<file path="config.mk">
export PLATFORM = sky130hd
export DESIGN_NAME = mips_multicycle_ctrl_flat
export DESIGN_NICKNAME = d
export VERILOG_FILES = /design/src/rtl/mips_multicycle_ctrl_if.sv /design/src/rtl/mips_multicycle_ctrl.sv /design/src/flat_wrapper.sv
export SDC_FILE = /design/constraint.sdc
export NUM_CORES = 1
export LEC_CHECK = 0
export CAP_MARGIN = 0
export CORE_ASPECT_RATIO = 1.5
export CORE_MARGIN = 2
export CORE_UTILIZATION = 47
export DETAILED_ROUTE_END_ITERATION = 10
export MAX_ROUTING_LAYER = met4
export PLACE_DENSITY_LB_ADDON = 0.05
export SYNTH_ARGS = -nofsm -noshare
export SYNTH_HDL_FRONTEND = slang
export SYNTH_SLANG_ARGS = --single-unit
</file>
<file path="constraint.sdc">
create_clock -name clk -period 5.2 [get_ports clk]
set_clock_uncertainty 0.2 [all_clocks]
set_input_delay 0.52 -clock clk [delete_from_list [all_inputs] [get_ports clk]]
set_output_delay 0.52 -clock clk [all_outputs]
set_load 0.02 [all_outputs]
</file>
<file path="src/rtl/mips_multicycle_ctrl_if.sv">
// rtl/mips_multicycle_ctrl_if.sv - unified memory request/ready handshake between control FSM and memory
interface mips_multicycle_ctrl_if;
   logic mem_req;
   logic mem_we;
   logic mem_ready;

   modport master (output mem_req, output mem_we, input mem_ready);
   modport slave  (input mem_req, input mem_we, output mem_ready);
endinterface

</file>
<file path="src/rtl/mips_multicycle_ctrl.sv">
// rtl/mips_multicycle_ctrl.sv - multicycle MIPS control FSM with memory wait watchdog
// Macro CTRL_ILLEGAL_TRAP_EN: illegal instructions enter a sticky TRAP state instead of NOP.
module mips_multicycle_ctrl #(
   parameter int WAIT_LIMIT = 15
) (
   input  logic       clk,
   input  logic       rst_n,
   input  logic [5:0] opcode,
   input  logic [5:0] funct,
   input  logic       alu_zero_n,
   mips_multicycle_ctrl_if.master memBus,
   output logic       iord,
   output logic       ir_write,
   output logic       pc_write,
   output logic [1:0] pc_src,
   output logic       alu_src_a,
   output logic [1:0] alu_src_b,
   output logic [3:0] alu_op,
   output logic       reg_write,
   output logic       reg_dst,
   output logic       mem_to_reg,
   output logic       bus_err,
   output logic       trap,
   output logic [3:0] state_o
);
   typedef enum logic [3:0] {
      S_FETCH  = 4'd0,
      S_DECODE = 4'd1,
      S_EXEC   = 4'd2,
      S_ALUWB  = 4'd3,
      S_MEMADR = 4'd4,
      S_MEMRD  = 4'd5,
      S_MEMWB  = 4'd6,
      S_MEMWR  = 4'd7,
      S_BRANCH = 4'd8,
      S_ADDIEX = 4'd9,
      S_ADDIWB = 4'd10,
      S_JUMP   = 4'd11,
      S_HALT   = 4'd12,
      S_TRAP   = 4'd13
   } state_t;

   localparam logic [3:0] ALU_ADD = 4'b0000;
   localparam logic [3:0] ALU_SUB = 4'b0001;
   localparam logic [3:0] ALU_SLT = 4'b0010;
   localparam logic [3:0] ALU_AND = 4'b0100;
   localparam logic [3:0] ALU_OR  = 4'b0101;
   localparam logic [3:0] ALU_XOR = 4'b0110;
   localparam logic [3:0] ALU_NOR = 4'b0111;

   localparam logic [5:0] OP_RTYPE = 6'b000000;
   localparam logic [5:0] OP_LW    = 6'b100011;
   localparam logic [5:0] OP_SW    = 6'b101011;
   localparam logic [5:0] OP_BEQ   = 6'b000100;
   localparam logic [5:0] OP_ADDI  = 6'b001000;
   localparam logic [5:0] OP_J     = 6'b000010;

   localparam logic [7:0] WAIT_CNT_LAST = 8'(WAIT_LIMIT - 1);

   state_t     state;
   state_t     nextState;
   state_t     illegalNext;
   logic [7:0] waitCnt;
   logic       memReqState;
   logic       waitExpired;
   logic       functOk;
   logic [3:0] functAluOp;
   logic       reqRaw;
   logic       weRaw;
   logic       irWriteRaw;
   logic       pcWriteRaw;
   logic       regWriteRaw;

`ifdef CTRL_ILLEGAL_TRAP_EN
   assign illegalNext = S_TRAP;
   assign trap        = (state == S_TRAP);
`else
   assign illegalNext = S_FETCH;
   assign trap        = 1'b0;
`endif

   assign memReqState = (state == S_FETCH) || (state == S_MEMRD) || (state == S_MEMWR);
   assign waitExpired = memReqState && !memBus.mem_ready && (waitCnt == WAIT_CNT_LAST);

   always_comb begin
      functOk    = 1'b1;
      functAluOp = ALU_ADD;
      case (funct)
         6'b100000: functAluOp = ALU_ADD;
         6'b100010: functAluOp = ALU_SUB;
         6'b100100: functAluOp = ALU_AND;
         6'b100101: functAluOp = ALU_OR;
         6'b100110: functAluOp = ALU_XOR;
         6'b100111: functAluOp = ALU_NOR;
         6'b101010: functAluOp = ALU_SLT;
         default:   functOk    = 1'b0;
      endcase
   end

   always_ff @(posedge clk or negedge rst_n) begin
      if (!rst_n) begin
         state   <= S_FETCH;
         waitCnt <= 8'd0;
         bus_err <= 1'b0;
      end else begin
         state <= nextState;
         if (!memReqState || memBus.mem_ready) begin
            waitCnt <= 8'd0;
         end else begin
            waitCnt <= waitCnt + 8'd1;
         end
         if (waitExpired) begin
            bus_err <= 1'b1;
         end
      end
   end

   always_comb begin
      nextState   = state;
      reqRaw      = 1'b0;
      weRaw       = 1'b0;
      iord        = 1'b0;
      irWriteRaw  = 1'b0;
      pcWriteRaw  = 1'b0;
      pc_src      = 2'b00;
      alu_src_a   = 1'b0;
      alu_src_b   = 2'b00;
      alu_op      = ALU_ADD;
      regWriteRaw = 1'b0;
      reg_dst     = 1'b0;
      mem_to_reg  = 1'b0;
      case (state)
         S_FETCH: begin
            reqRaw    = 1'b1;
            alu_src_b = 2'b01;
            if (memBus.mem_ready) begin
               irWriteRaw = 1'b1;
               pcWriteRaw = 1'b1;
               nextState  = S_DECODE;
            end else if (waitExpired) begin
               nextState = S_HALT;
            end
         end
         S_DECODE: begin
            // Branch target is computed speculatively here and parked in ALUOut.
            alu_src_b = 2'b11;
            case (opcode)
               OP_RTYPE:     nextState = functOk ? S_EXEC : illegalNext;
               OP_LW, OP_SW: nextState = S_MEMADR;
               OP_BEQ:       nextState = S_BRANCH;
               OP_ADDI:      nextState = S_ADDIEX;
               OP_J:         nextState = S_JUMP;
               default:      nextState = illegalNext;
            endcase
         end
         S_EXEC: begin
            alu_src_a = 1'b1;
            alu_op    = functAluOp;
            nextState = S_ALUWB;
         end
         S_ALUWB: begin
            regWriteRaw = 1'b1;
            reg_dst     = 1'b1;
            nextState   = S_FETCH;
         end
         S_MEMADR: begin
            alu_src_a = 1'b1;
            alu_src_b = 2'b10;
            nextState = (opcode == OP_LW) ? S_MEMRD : S_MEMWR;
         end
         S_MEMRD: begin
            reqRaw = 1'b1;
            iord   = 1'b1;
            if (memBus.mem_ready) begin
               nextState = S_MEMWB;
            end else if (waitExpired) begin
               nextState = S_HALT;
            end
         end
         S_MEMWB: begin
            regWriteRaw = 1'b1;
            mem_to_reg  = 1'b1;
            nextState   = S_FETCH;
         end
         S_MEMWR: begin
            reqRaw = 1'b1;
            weRaw  = 1'b1;
            iord   = 1'b1;
            if (memBus.mem_ready) begin
               nextState = S_FETCH;
            end else if (waitExpired) begin
               nextState = S_HALT;
            end
         end
         S_BRANCH: begin
            alu_src_a  = 1'b1;
            alu_op     = ALU_SUB;
            pc_src     = 2'b01;
            pcWriteRaw = ~alu_zero_n;
            nextState  = S_FETCH;
         end
         S_ADDIEX: begin
            alu_src_a = 1'b1;
            alu_src_b = 2'b10;
            nextState = S_ADDIWB;
         end
         S_ADDIWB: begin
            regWriteRaw = 1'b1;
            nextState   = S_FETCH;
         end
         S_JUMP: begin
            pc_src     = 2'b10;
            pcWriteRaw = 1'b1;
            nextState  = S_FETCH;
         end
         S_HALT:  nextState = S_HALT;
         S_TRAP:  nextState = S_TRAP;
         default: nextState = S_FETCH;
      endcase
   end

   // Strobes are qualified by rst_n so a reset mid-access drops them without waiting for a clock.
   assign memBus.mem_req = reqRaw & rst_n;
   assign memBus.mem_we  = weRaw & rst_n;
   assign ir_write       = irWriteRaw & rst_n;
   assign pc_write       = pcWriteRaw & rst_n;
   assign reg_write      = regWriteRaw & rst_n;
   assign state_o        = state;
endmodule

</file>
<file path="src/flat_wrapper.sv">
// flat-port wrapper written by rule: the top's interface ports become plain ports
module mips_multicycle_ctrl_flat 
#(
   parameter int WAIT_LIMIT = 15
)
  (clk, rst_n, opcode, funct, alu_zero_n, iord, ir_write, pc_write, pc_src, alu_src_a, alu_src_b, alu_op, reg_write, reg_dst, mem_to_reg, bus_err, trap, state_o, memBus_mem_req, memBus_mem_we, memBus_mem_ready);
  mips_multicycle_ctrl_if memBus_i ();
  input  logic clk;
  input  logic rst_n;
  input  logic [5:0] opcode;
  input  logic [5:0] funct;
  input  logic alu_zero_n;
  output logic iord;
  output logic ir_write;
  output logic pc_write;
  output logic [1:0] pc_src;
  output logic alu_src_a;
  output logic [1:0] alu_src_b;
  output logic [3:0] alu_op;
  output logic reg_write;
  output logic reg_dst;
  output logic mem_to_reg;
  output logic bus_err;
  output logic trap;
  output logic [3:0] state_o;
  output wire logic [$bits(memBus_i.mem_req)-1:0] memBus_mem_req;
  output wire logic [$bits(memBus_i.mem_we)-1:0] memBus_mem_we;
  input wire logic [$bits(memBus_i.mem_ready)-1:0] memBus_mem_ready;
  assign memBus_mem_req = memBus_i.mem_req;
  assign memBus_mem_we = memBus_i.mem_we;
  assign memBus_i.mem_ready = memBus_mem_ready;
  mips_multicycle_ctrl #(.WAIT_LIMIT(WAIT_LIMIT)) u_core (.clk(clk), .rst_n(rst_n), .opcode(opcode), .funct(funct), .alu_zero_n(alu_zero_n), .memBus(memBus_i), .iord(iord), .ir_write(ir_write), .pc_write(pc_write), .pc_src(pc_src), .alu_src_a(alu_src_a), .alu_src_b(alu_src_b), .alu_op(alu_op), .reg_write(reg_write), .reg_dst(reg_dst), .mem_to_reg(mem_to_reg), .bus_err(bus_err), .trap(trap), .state_o(state_o));
endmodule
</file>
# After elaboration in Yosys (flattened, before gate mapping)
# Cells that the tools add are included.
[op_classes]
add_sub_neg = 1
eq_ne = 26
n_mux = 24
n_bitwise = 6
n_reduce_logical = 16
[ops]
columns = ["op", "count"]
rows = [
  ["$eq A6 B6 Y1 const B", 9],
  ["$pmux W4 S9", 1],
  ["$eq A4 B4 Y1 const B", 6],
  ["$pmux W4 S5", 1],
  ["$pmux W3 S6", 1],
  ["$eq A4 B3 Y1 const B", 4],
  ["$mux W4", 4],
  ["$mux W1", 10],
  ["$add A8 B1 Y8 const B", 1],
  ["$eq A4 B2 Y1 const B", 2],
  ["$eq A8 B4 Y1 const B", 1],
  ["$mux W8", 1],
  ["$reduce_or A7 Y1", 1],
  ["$eq A6 B2 Y1 const B", 1],
  ["$eq A6 B3 Y1 const B", 1],
  ["$eq A6 B4 Y1 const B", 1],
  ["$logic_not A6 Y1", 1],
  ["$pmux W2 S3", 1],
  ["$pmux W3 S2", 1],
  ["$reduce_or A2 Y1", 3],
  ["$reduce_or A3 Y1", 2],
  ["$and A1 B1 Y1", 5],
  ["$eq A4 B1 Y1 const B", 1],
  ["$logic_not A4 Y1", 1],
  ["other kinds (8)", 13],
]
[word_totals]
regBits = 13
input_bits = 16
out_inout_bits = 23

# Depth between registers and ports, before layout
# Gate-level depths: netlist of run 1.
[logic_depth]
word_depth = 8
ltp_mapped = 6

# Worst setup path after synthesis of run 1
# Ideal clock, no wire load.
[synth_timing]
path_kind = "reg-to-output"
start = "register u_core.state[3], in the netlist u_core.state_o[3]"
end = "output pc_write"
arrival_ns = 1.763
t_required_ns = 4.480
path_slack_ns = 2.717
path_stages_with_launch = 6
cell_sequence = "dfrtp_1 -> clkbuf_1 -> clkbuf_1 -> a2111oi_0 -> a31oi_1 -> nor3_1"
[synth_via]
elab_chain_len = 3
elab_cells_between_ends = 5
[synth_lines]
columns = ["item", "line", "text"]
rows = [
  ["start: declaration", "mips_multicycle_ctrl.sv:60", "state_t state;"],
  ["start signal: assignment", "mips_multicycle_ctrl.sv:106", "state <= nextState;"],
  ["$eq A4 B4 Y1 / $logic_not A4 Y1 (equally long branches)", "mips_multicycle_ctrl.sv:132", "case (state)"],
  ["$pmux W1 S3 *", "mips_multicycle_ctrl.sv:132", ""],
  ["$and A1 B1 Y1 *", "mips_multicycle_ctrl.sv:226", "assign pc_write = pcWriteRaw & rst_n;"],
  ["end: declaration", "flat_wrapper.sv:15", "output logic pc_write;"],
]
# Mark *: on every way between the ends. The rest lies on a longest branch, timed or not.

# Worst setup path in the final report of run 1
[layout_timing]
start = "input rst_n"
end = "output memBus_mem_we"
[layout_via]
elab_chain_len = 1
[layout_lines]
columns = ["item", "line", "text"]
rows = [
  ["start: declaration", "flat_wrapper.sv:9", "input logic rst_n;"],
  ["$and A1 B1 Y1", "mips_multicycle_ctrl.sv:224", "assign memBus.mem_we = weRaw & rst_n;"],
  ["end: declaration", "flat_wrapper.sv:27", "output wire logic [$bits(memBus_i.mem_we)-1:0] memBus_mem_we;"],
]
# No other way between the ends.

==> impl_results.md, run 1 <==
- Hold path start: u_core.bus_err$_DFFE_PN0P_
- Clock H-tree levels: 1
- Die width: about 43 um
- Clock Tree Buf Depth: 2
- Setup TNS: 0 ns
- RSZ-0062 raised after global routing: false
- Placed cells: about 190
- Drt wl/cell: 14.0 um
- Primary FF master, synth: dfrtp_1
- Slew margin rel.: 51.8%
- Peak VDD IR: 0.000277 V
- Avg Synthesized Cell Area: 7.83 um2
- Initial Utilization: 48.5%
- # port buffers: 36
- Max cap viols: 0
- Clock latency at the later pin of the worst-skew pair: 0.27 ns
- Worst Max-Slew Pin Slew: 0.721 ns
- Global-route wire length before repair: ~4300 um
- Synth warn: 0
- Die Span Y: 62.1 um
- Critical R2R Capture: u_core.state_o[2]$_DFF_PN0_
- Dpl hpwl: 2080 um
- Lkg Pwr: 0.571 nW
- Worst Setup Start Kind: input pin
- Status: complete, no violations
- Post-synth cell types: 41
- Hold violation total from the final report: 0
- Setup violators final: 0
- CP endpoint kind: primary output
- Antenna violations before repair: 0
- Core Region: 0.00218 mm2
- Non-filler cells, final: 189
- Post-route DRC: 0
- Cts repair resizes: 0
- Count of pins over their slew limit: 0
- CTS Buf Count: 3
- CP Class: input pin to primary output
- Crit Reg-Reg Startpoint: u_core.state_o[0]$_DFF_PN0_
- N_diodes: 0
- Top-area cell type share of the netlist area: 30.8%
- Arrival time of the worst setup path: 2.49 ns
- CTS tree: done
- Clock tree sinks: 13
- Antenna-violating nets left: 0
- Std cell rows: 21
- Largest net degree at the start of global routing: 22
- CTS clock-pin slew for the worst setup and hold paths: 0.07 ns
- Routed WL: 2640 um
- Hold crit path type: register to register
- Most common cell in the netlist: nor2_1
- Number of global-route vias before repair: 1004
- Synthesis-to-layout area growth: 34.6%
- Hold_ws: about 0.27 ns
- RD Place Congestion: 0.832
- Largest cells by area after synthesis: dfrtp_1 (31%), nor2_1 (6.0%), nor3_1 (5.7%)
- Post-synth EDFFs: 0
- Synthesized area: approximately 0.0011 mm2
- Layout cell share with drive strength beyond 1: between 3 and 4%
- Final Net Count: approximately 190
- Hold Buf Count CTS: 0
- Vias: roughly 1100
- GRT Total Usage: 22.2%
- Worst Path Required: about 4.5 ns
- Synth async-reset ratio: between 90% and 100%
- R2R depth: 5
- IO Pins: 39
- PwrDens: a little under 400 mW/mm2
- Hold EP: u_core.bus_err$_DFFE_PN0P_
- Setup Buffers After CTS: 0
- Initial DRC count: 31
- Sequential share of the synthesized area: 30.8%
- Most instantiated cells after synthesis: nor2_1 (17), dfrtp_1 (13), nor3_1 (12), nand2_1 (9), nand2b_1 (8)
- Cell count after synthesis: between 100 and 150
- Hold depth: 1
- Gr ovfl total: 0
- Drt pass-1 iters: 4
- Die area: 0.00265 mm2
- Yosys top cell by area: dfrtp_1
- Fin crit share: 61.7%
- Vias/cell: 5.86
- Fin util: 65.2%
- CTS root buffer: clkbuf_4
- Synthesized flop and latch total: 13
- Minimum clock period: 3.21 ns
- Fmax: 0.312 GHz
- FF-to-FF setup slack: 2.85 ns
- Max FO, Critical Path: 16
worst max path at each step:
| stage | startpoint | end | slack (ns) | cells past startpoint |
|---|---|---|---|---|
| after global placement | rst_n | memBus_mem_we | 2.02 | 4 |
| after CTS | rst_n | memBus_mem_we | 1.97 | 4 |
| after global routing | rst_n | memBus_mem_we | 1.81 | 4 |
| final | rst_n | memBus_mem_we | 1.99 | 4 |
| after detailed placement | rst_n | memBus_mem_we | 1.97 | 4 |
| after floorplan | u_core.state_o[3]$_DFF_PN0_ | pc_write | 2.72 | 5 |
through the flow:
stage	worst slack [ns]	area (um2)	power [mW]
global route	1.81	1420	0.604
CTS	1.97	1420	0.564
finish	1.99	1420	0.558
floorplan	2.72	1060	0.384
global placement	2.02	1400	0.497
detailed placement	1.97	1400	0.503
sequential cells by signal, indices dropped and copies added, names as in the netlist:
name            flops
u_core.state_o      4
u_core.waitCnt      8
u_core.bus_err      1
worst max-delay path, cell delays in order:
cell             delay [ns]
clkdlybuf4s50_1        0.94
inv_1                  0.17
nor3_1                 0.23
clkdlybuf4s50_1        0.63
metal layers:
| layer | vias up | global-route usage (%) | routed length, um |
|---|---|---|---|
| met5 | - | - | 0 |
| met2 | 31 | 42.6 | 1420 |
| li1 | 537 | - | - |
| met1 | 530 | 21.4 | 1010 |
| met4 | 0 | 13.8 | 105 |
| met3 | 10 | 1.73 | 109 |
placed cells by master, fill, tap and decap left out, types with 3 or more instances in the layout:
cell type and n:
clkbuf_4 3, clkdlybuf4s50_1 36, nand2_1 9, nand2b_1 8
dfrtp_1 13, xor2_1 5, xnor2_1 3, inv_1 5
nor2_1 17, o21ai_0 5, nor3_1 12, a21oi_1 7
nand3_1 4, or3_1 4
area by class of cell:
cell class | instances | area [um2]
Fill cell | 202 | 758
Multi-Input combinational cell | 108 | 663
Timing Repair Buffer | 36 | 360
Sequential cell | 13 | 325
Tap cell | 23 | 28.8
Clock buffer | 4 | 26.3
Inverter | 5 | 18.8
power by group:
group / internal, mW / switching, mW / total (mW)
registers: 0.117 / 0.0629 / 0.180
clock network: 0.0297 / 0.0297 / 0.0594
logic: 0.157 / 0.162 / 0.319
kinds of logic (layout without fill, tap and decap cells):
kind of cell / count (synthesis) / count (layout) / share of synthesized area, %
simple gates: 69 / 69 / 34.9
compound gates: 26 / 26 / 17.2
buf+inv: 15 / 45 / 6.86
flops: 13 / 13 / 30.8
xor+xnor: 8 / 8 / 6.63
fa+ha+maj: 2 / 2 / 2.37
other cells: 1 / 2 / 0.355
mux: 1 / 1 / 0.947
No activity file was read; power rests on OpenSTA's default activity.
==> run 2: changes to the inputs <==
--- a/config.mk
+++ b/config.mk
@@ -8,7 +8,7 @@
 export CAP_MARGIN = 0
 export CORE_ASPECT_RATIO = 1.5
 export CORE_MARGIN = 2
-export CORE_UTILIZATION = 47
+export CORE_UTILIZATION = 44
 export DETAILED_ROUTE_END_ITERATION = 10
 export MAX_ROUTING_LAYER = met4
 export PLACE_DENSITY_LB_ADDON = 0.05
==> constraint.sdc (replaced) <==
create_clock -name clk -period 3.3 [get_ports clk]
set_clock_uncertainty 0.2 [all_clocks]
set_input_delay 0.33 -clock clk [delete_from_list [all_inputs] [get_ports clk]]
set_output_delay 0.33 -clock clk [all_outputs]
set_load 0.02 [all_outputs]
==> run 2 against run 1 <==
- die area grew 6.3%
- design area rose by 0.62%
- sequential power increased by 56%
- global-route usage down 2.3 points
- largest cell class unchanged
==> impl_results.md, run 2 (same netlist as run 1, synthesis figures left out) <==
- Fmax: 0.345 GHz
- Hold violation total from the final report: 0 (unchanged)
- CTS root buffer: clkbuf_4 (unchanged)
- Critical R2R Capture: u_core.state_o[2]$_DFF_PN0_ (unchanged)
- Die Span Y: 64.0 um (was 62.1 um)
- Initial DRC count: 14 (was 31)
- Initial Utilization: 46.8% (was 48.5%)
- Fin crit share: 87.8%
- PwrDens: 618 mW/mm2 (was 392 mW/mm2)
- Slew margin rel.: 59.9% (was 51.8%)
- Minimum clock period: 2.90 ns
- N_diodes: 0 (unchanged)
- CTS Buf Count: 3 (unchanged)
- GRT Total Usage: 19.9% (was 22.2%)
- Number of global-route vias before repair: 953 (was 1004)
- Synthesis-to-layout area growth: 35.4% (was 34.6%)
- Die width: 44.0 um (was 42.7 um)
- Switching share of power: 45.9% (was 45.5%)
- Die area: 0.00282 mm2 (was 0.00265 mm2)
- Clock tree sinks: 13 (unchanged)
- CP endpoint kind: primary output (unchanged)
- Layout cell share with drive strength beyond 1: 4.79% (was 3.61%)
- Routed WL: 2550 um (was 2640 um)
- Int Power: 0.478 mW (was 0.304 mW)
- Setup TNS: 0 ns (unchanged)
- Design Area, Final: 0.00143 mm2 (was 0.00142 mm2)
- Cts repair resizes: 0 (unchanged)
- Combinational fraction of design power: 57.4% (was 57.1%)
- Vias/cell: 5.63 (was 5.86)
- RD Place Congestion: 0.838 (was 0.832)
- R2R depth: 5 (unchanged)
- Power consumption: 0.884 mW (was 0.558 mW)
- Crit Reg-Reg Startpoint: u_core.state_o[0]$_DFF_PN0_ (unchanged)
- Max cap viols: 0 (unchanged)
- Setup Buffers After CTS: 0 (unchanged)
- Largest register FFs: 8 (unchanged)
- Hold Buf Count CTS: 0 (unchanged)
- Antenna violations before repair: 0 (unchanged)
- Clk pwr share: 10.9% (was 10.6%)
- Status: complete, no violations (unchanged)
- Lkg Pwr: 0.579 nW (was 0.571 nW)
- CP Class: register to primary output (was input pin to primary output)
- Psw: 0.406 mW (was 0.254 mW)
- Placed inst area: 0.00140 mm2 (about the same)
- Sequential power share: 31.7% (was 32.2%)
- Clock H-tree levels: 1 (unchanged)
- Drt wl/cell: 13.4 um (was 14.0 um)
- Std cell rows: 21 (unchanged)
- Largest net degree at the start of global routing: 22 (unchanged)
- Gr ovfl total: 0 (unchanged)
- Worst Setup Start Kind: register (was input pin)
- Clock latency at the later pin of the worst-skew pair: 0.28 ns (was 0.27 ns)
- Fin util: 63.3% (was 65.2%)
- Global-route wire length before repair: 4210 um (was 4330 um)
- Hold_ws: 0.168 ns (was 0.273 ns)
- Worst Max-Slew Pin Slew: 0.601 ns (was 0.721 ns)
- Setup violators final: 0 (unchanged)
- Arrival time of the worst setup path: 2.37 ns (was 2.49 ns)
- Count of pins over their slew limit: 0 (unchanged)
- Core Region: 0.00226 mm2 (was 0.00218 mm2)
- Max FO, Critical Path: 21 (was 16)
- IO Pins: 39 (unchanged)
- Commonest non-fill, non-tap cell in the layout: clkdlybuf4s50_1 (unchanged)
- Dpl hpwl: 1990 um (was 2080 um)
- Worst Path Required: 2.77 ns (was 4.48 ns)
- CTS tree: done (unchanged)
- FF-to-FF setup slack: 0.96 ns (was 2.85 ns)
- Clock Tree Buf Depth: 2 (unchanged)
- # port buffers: 36 (unchanged)
- Reg with most FFs: u_core.waitCnt (unchanged)
- Vias: 1070 (was 1108)
- Antenna-violating nets left: 0 (unchanged)
- CTS clock-pin slew for the worst setup and hold paths: 0.08 ns (was 0.07 ns)
- Peak VDD IR: 0.000493 V (was 0.000277 V)
- RSZ-0062 raised after global routing: false (unchanged)
- Drt pass-1 iters: 4 (unchanged)
- Most frequent cells in the layout: clkdlybuf4s50_1 (36), nor2_1 (17), dfrtp_1 (13), nor3_1 (12), nand2_1 (9) (unchanged)
- Hold crit path type: input pin to async pin (was register to register)
- Final Net Count: 186 (was 185)
- Post-route DRC: 0 (unchanged)
-- run 2: critical path: stages (launching register included) --
cell and delay, ns:
dfrtp_1 0.73, nor2_1 0.10, a2111oi_0 0.39, a31oi_1 0.09
nor3_1 0.16, clkdlybuf4s50_1 0.63
-- run 2: final cells by class --
cell class / instances / area, um2
Timing Repair Buffer: 37 / 368
Multi-Input combinational cell: 108 / 663
Tap cell: 23 / 28.8
Sequential cell: 13 / 325
Clock buffer: 3 / 22.5
Inverter: 5 / 18.8
Clock inverter: 1 / 5.00
Fill cell: 205 / 828
-- run 2: power by group through the flow --
stage	sequential (mW)	clock, mW	combinational (mW)
after detailed placement	0.283	0	0.512
final	0.281	0.0962	0.507
after CTS	0.279	0.100	0.513
after global routing	0.292	0.107	0.554
after global placement	0.281	0	0.504
after floorplan	0.234	0	0.371
-- run 2: worst max-delay path by stage --
stage               slack, ns       end  cells after the start                   startpoint
CTS                      0.40  pc_write                      5  u_core.state_o[3]$_DFF_PN0_
finish                   0.40  pc_write                      5  u_core.state_o[3]$_DFF_PN0_
global placement         0.59  pc_write                      6             memBus_mem_ready
global route             0.08  pc_write                      5  u_core.state_o[3]$_DFF_PN0_
detailed placement       0.53  pc_write                      6             memBus_mem_ready
floorplan                1.01  pc_write                      5  u_core.state_o[3]$_DFF_PN0_
-- run 2: through the flow --
stage / worst slack, ns / std cells
2_1_floorplan: 1.01 / 136
3_3_place_gp: 0.590 / 186
3_5_place_dp: 0.527 / 186
4_1_cts: 0.403 / 190
5_1_grt: 0.0817 / 190
6_report: 0.403 / 190
-- run 2: per-layer routing --
metal	global-route usage [%]	part of all wire (%)
met3	2.26	4.7
met4	8.71	1.6
met5	-	0
met2	34.7	55
met1	22.0	39
